[config.mk]
export PLATFORM = sky130hd
export DESIGN_NAME = pulse_width_meter
export DESIGN_NICKNAME = d
export VERILOG_FILES = /design/src/rtl/pwm_meter_pkg.sv /design/src/rtl/sat_counter.sv /design/src/rtl/pulse_width_meter.sv
export SDC_FILE = /design/constraint.sdc
export NUM_CORES = 1
export LEC_CHECK = 0
export ABC_AREA = 1
export BUFFER_PORTS_ARGS = -buffer_cell sky130_fd_sc_hd__buf_2
export CORE_MARGIN = 1
export CORE_UTILIZATION = 55
export DETAILED_ROUTE_END_ITERATION = 7
export PLACE_DENSITY = 0.87
export SLEW_MARGIN = 20
export SYNTH_ARGS = -nofsm -noshare
export SYNTH_HDL_FRONTEND = slang
export SYNTH_SLANG_ARGS = --single-unit
[constraint.sdc]
create_clock -name clk -period 2.4 [get_ports clk]
set_clock_uncertainty 0.05 [all_clocks]
set_input_delay 0.24 -clock clk [delete_from_list [all_inputs] [get_ports clk]]
set_output_delay 0.24 -clock clk [all_outputs]
set_load 0.02 [all_outputs]
[src/rtl/pwm_meter_pkg.sv]
// Shared types for the pulse width meter: FSM state encoding and the
// default-width result record.
package pwm_meter_pkg;

   localparam int CNT_W_DEF = 16;

   typedef enum logic [1:0] {
      IDLE = 2'd0,
      HIGH = 2'd1,
      LOW  = 2'd2
   } state_t;

   // Result record at the default counter width; the top builds the same
   // layout at its own CNT_W.
   typedef struct packed {
      logic                 sat;
      logic [CNT_W_DEF:0]   period;
      logic [CNT_W_DEF-1:0] high_time;
   } result_t;

endpackage

[src/rtl/sat_counter.sv]
// Cycle counter with clear / load-1 / increment and a saturation flag that
// persists until explicitly cleared, so it can span both phases of a period.
module sat_counter #(
   parameter int W = 16
) (
   input  logic         clk,
   input  logic         rst_n,
   input  logic         clear,
   input  logic         load1,
   input  logic         inc,
   input  logic         sat_clr,
   output logic [W-1:0] cnt,
   output logic         sat
);

   localparam logic [W-1:0] MAX = '1;

   // NOTE: sequential state uses non-blocking assignments so every register
   // samples pre-edge values regardless of process ordering.
   always_ff @(posedge clk or negedge rst_n) begin
      if (!rst_n) begin
         cnt <= '0;
         sat <= 1'b0;
      end else begin
         if (clear) begin
            cnt <= '0;
         end else if (load1) begin
            cnt <= W'(1);
         end else if (inc && cnt != MAX) begin
            cnt <= cnt + 1'b1;
         end

         if (clear || sat_clr) begin
            sat <= 1'b0;
         end else if (inc && !load1 && cnt == MAX) begin
            sat <= 1'b1;
         end
      end
   end

endmodule

[src/rtl/pulse_width_meter.sv]
// Measures high time and period of a signal from its rise/fall event pulses
// and offers one registered result per completed rise->fall->rise cycle.
module pulse_width_meter
   import pwm_meter_pkg::*;
#(
   parameter int CNT_W = CNT_W_DEF
) (
   input  logic             clk,
   input  logic             rst_n,
   input  logic             enable,
   input  logic             rise_pulse,
   input  logic             fall_pulse,
   input  logic             out_ready,
   output logic             out_valid,
   output logic [CNT_W-1:0] high_time,
   output logic [CNT_W:0]   period,
   output logic             sat,
   output logic             overrun,
   output logic             proto_err,
   input  logic             clear_err
);

   typedef struct packed {
      logic             sat;
      logic [CNT_W:0]   period;
      logic [CNT_W-1:0] high_time;
   } meas_t;

   state_t           state, state_nxt;
   logic [CNT_W-1:0] cnt;
   logic             cnt_sat;
   logic [CNT_W-1:0] high_q;
   meas_t            res_q;
   meas_t            res_new;

   logic cnt_clear, cnt_load, cnt_inc, sat_clr;
   logic high_load, emit, proto_set;

   // Simultaneous rise and fall is treated as no event (plus an error).
   logic rise_ev, fall_ev, both_ev;
   assign rise_ev = rise_pulse & ~fall_pulse;
   assign fall_ev = fall_pulse & ~rise_pulse;
   assign both_ev = rise_pulse & fall_pulse;

   sat_counter #(.W(CNT_W)) u_cnt (
      .clk     (clk),
      .rst_n   (rst_n),
      .clear   (cnt_clear),
      .load1   (cnt_load),
      .inc     (cnt_inc),
      .sat_clr (sat_clr),
      .cnt     (cnt),
      .sat     (cnt_sat)
   );

   always_ff @(posedge clk or negedge rst_n) begin
      if (!rst_n) begin
         state <= IDLE;
      end else begin
         state <= state_nxt;
      end
   end

   always_comb begin
      // NOTE: default assignment first so no path leaves state_nxt unassigned
      // and no latch is inferred.
      state_nxt = state;
      if (!enable) begin
         state_nxt = IDLE;
      end else begin
         case (state)
            IDLE:    if (rise_ev) state_nxt = HIGH;
            HIGH:    if (fall_ev) state_nxt = LOW;
            LOW: begin
               if (rise_ev)      state_nxt = HIGH;
               else if (fall_ev) state_nxt = IDLE;
            end
            default: state_nxt = IDLE;
         endcase
      end
   end

   always_comb begin
      cnt_clear = 1'b0;
      cnt_load  = 1'b0;
      cnt_inc   = 1'b0;
      sat_clr   = 1'b0;
      high_load = 1'b0;
      emit      = 1'b0;
      proto_set = 1'b0;
      if (!enable) begin
         cnt_clear = 1'b1;
      end else begin
         proto_set = both_ev;
         case (state)
            IDLE: begin
               if (rise_ev) begin
                  cnt_load = 1'b1;
                  sat_clr  = 1'b1;
               end
            end
            HIGH: begin
               if (fall_ev) begin
                  high_load = 1'b1;
                  cnt_load  = 1'b1;
               end else if (rise_ev) begin
                  proto_set = 1'b1;
                  cnt_load  = 1'b1;
                  sat_clr   = 1'b1;
               end else begin
                  cnt_inc = 1'b1;
               end
            end
            LOW: begin
               if (rise_ev) begin
                  emit     = 1'b1;
                  cnt_load = 1'b1;
                  sat_clr  = 1'b1;
               end else if (fall_ev) begin
                  proto_set = 1'b1;
                  cnt_clear = 1'b1;
               end else begin
                  cnt_inc = 1'b1;
               end
            end
            default: cnt_clear = 1'b1;
         endcase
      end
   end

   // The counter's sat bit survives the fall, so a saturated high phase is
   // still reported at the end of the period.
   always_ff @(posedge clk or negedge rst_n) begin
      if (!rst_n) begin
         high_q <= '0;
      end else if (high_load) begin
         high_q <= cnt;
      end
   end

   always_comb begin
      res_new.high_time = high_q;
      res_new.period    = {1'b0, high_q} + {1'b0, cnt};
      res_new.sat       = cnt_sat;
   end

   always_ff @(posedge clk or negedge rst_n) begin
      if (!rst_n) begin
         res_q     <= '0;
         out_valid <= 1'b0;
      end else if (emit && (!out_valid || out_ready)) begin
         res_q     <= res_new;
         out_valid <= 1'b1;
      end else if (out_valid && out_ready) begin
         out_valid <= 1'b0;
      end
   end

   always_ff @(posedge clk or negedge rst_n) begin
      if (!rst_n) begin
         overrun   <= 1'b0;
         proto_err <= 1'b0;
      end else if (clear_err) begin
         overrun   <= 1'b0;
         proto_err <= 1'b0;
      end else begin
         if (emit && out_valid && !out_ready) overrun <= 1'b1;
         if (proto_set) proto_err <= 1'b1;
      end
   end

   assign high_time = res_q.high_time;
   assign period    = res_q.period;
   assign sat       = res_q.sat;

endmodule

==> out/metrics.cfg <==
[run_status]
outcome=finished, final reports clean

[logic_synthesis]
synthFlopType=dfrtp_1
synth_edf_count=0
ys_seq_elements=72
yosysTopAreaCellShare_pct=41.85
yosys.area.top_type=dfrtp_1
synth.net_count=622
synth_cells=587
synth-seq-area-share_pct=41.85
syn_area_sq_um=4305
ys_async_sr_fraction_pct=100.0
avgSynthCellArea_sq_um=7.335
yosys.cell_types.count=32
ys_warn_count=0
synthTopCellsByArea=dfrtp_1 (42%), nand2_1 (20%), ha_1 (7.8%)

[worst_setup_path]
required_ps=2580
cp_max_fo=11
start_kind=flip-flop
crit_path_end_kind=flip-flop
crit_type=reg -> reg
worstPathArrival_ps=2250

[timing]
timing.final.crit_share_pct=86.19
tightest_slew_ps=525.0
rsz0062_at_grt=false
finalHoldViolations=0
setup_tns_ps=0
fin_hold_ws_ps=96.25
slew_headroom_pct=65.00
drv_slew=0
max_freq_mhz=483.4
setup_viol=0
period_minus_slack_ps=2069

[clocking]
htreeDepth=3
cts_made_buffers=9
cts_tree=done
clk_pin_slew_worst_paths_ps=80
clock_sinks=72
cts_setup_buffers=0
clkLatencyLatePin_ps=360
hold_buffers=2
cts-root-buf=clkbuf_8
cts_resized=0
clock_path_buffers=2

[global_routing]
grt_use_met2_pct=40.47
antenna_found_initial=0
grt_util_met3_pct=3.114
grt-ovfl-total=0
busiest_layer=met2
grt_pass1_wl_um=16240
first_global_vias=3701
grt_use_met1_pct=31.71
grt_max_degree=51
grtUsageTotal_pct=24.59

[place]
gp_congestion=0.9134
hpwl_um=7080
io_buffers=43
placedInstanceArea_sq_um=4636
placedCellCount=723

[drt]
dr_total_vias=3882
drt-wirelength-per-cell_um=12.77
viasPerCell=5.239
drc=0
drt_iter0_drc=243
drtPass1Iterations=5
wl_um=9463
detail-route-antenna-nets=0

[layout]
stdcell_area_sq_um=4852
most-common-layout-cells=nand2_1 (225), inv_1 (73), dfrtp_1 (72)
area_growth_pct=12.70
instances_no_fill=741
nets=672
final_common_cell=nand2_1
final_layout_size_suffix_gt1_share_pct=13.24
n_antenna_cell=0

[job]
max_cap_viol_count=0

[floorplanning]
initial_core_util_pct=58.12
chipWidth_um=90.48
die_area_sq_um=8186
rows=31
io_pins=44
die_h_um=90.48
core-area_sq_um=7408

[power]
p_leak_nw=2.765
p_per_area_nw_per_um2=603.1
peakVddDrop_mv=0.4167
total_power_mw=2.926

[hold_path]
hold_class=in -> reg

-- stage by stage --
stage | setup slack, ps | utilization [%]
6_report | 331.4 | 65.50
5_1_grt | 140.3 | 65.50
4_1_cts | 350.7 | 65.50
3_5_place_dp | 372.0 | 62.57
3_3_place_gp | 438.9 | 62.57
2_1_floorplan | 544.1 | -
-- worst max-delay path, stage by stage (launching register included) --
cell     delay [ps]
dfrtp_1         430
inv_1            90
ha_1            250
nand2_1         120
nand3_1         110
nand2_2         130
inv_2           110
nor2_8          160
nand2_2         170
inv_1           210
o21ai_0         130
-- kinds of logic (layout without fill, tap and decap cells) --
kind of cell / after synthesis / count (layout) / share of synthesized area, %
adder cells (fa/ha/maj): 28 / 28 / 8.311
AND/OR/NAND/NOR: 333 / 333 / 32.64
multiplexers: 4 / 4 / 1.046
AO/OA/AOI/OAI: 56 / 56 / 6.917
flip-flops: 72 / 72 / 41.85
buffers and inverters: 87 / 142 / 7.817
XOR/XNOR: 7 / 7 / 1.424
-- state kept, by name, summed over array words and instances, names as in the netlist --
register / flops
u_cnt.cnt: 16
period: 17
high_q: 16
u_cnt.sat: 1
state: 2
high_time: 16
sat: 1
proto_err: 1
overrun: 1
out_valid: 1
-- layout make-up --
cell class              instances  area, sq um
well taps                      99        123.9
fillers                       653         2556
inverters                      78        292.8
clock inverters                 7        72.57
repair buffers                 48        270.3
clock buffers                   9        123.9
multi-input cells             428         2167
flip-flops and latches         72         1802
-- path summary, 6_finish.rpt --
check,depth (start not counted),endpoint,slack [ps],start
setup / recovery,10,u_cnt.cnt[6],330,state[0]
hold / removal,4,out_valid,100,out_ready
setup reg to reg,10,u_cnt.cnt[6],330,state[0]
hold reg to reg,2,high_time[2],430,high_time[2]
max in group asynchronous,3,out_valid,1330,rst_n
min in group asynchronous,2,high_time[3],330,rst_n
-- cells in the mapped netlist (2+ instances only) --
cell type and instances:
xnor2_1 5, a21oi_1 20, o21ai_0 30, mux2_2 4, nand3_1 33, nand2_2 3, or2_2 2, nand3_2 2
nand4_1 8, inv_2 4, buf_2 2, nand2_1 225, nor2_1 44, ha_1 27, o21ai_1 3, nor3_1 6
inv_1 73, nor2_4 3, nor2_2 2, xor2_1 2, nand3b_1 2, dfrtp_1 72, clkbuf_1 6
-- where the power goes --
part           leakage (nW)  switching [mW]  internal (mW)  total [mW]
registers             0.999          0.0525           1.27        1.33
clock network        0.0952           0.489          0.479       0.968
logic                  1.67           0.435          0.196       0.632
-- metal layers --
metal | up-vias | wire length, um
met5 | - | 0
met4 | 0 | 241
met3 | 24 | 397
met2 | 125 | 4584
met1 | 1794 | 4240
li1 | 1939 | -
Note: power is estimated with default switching activity, not from simulation.
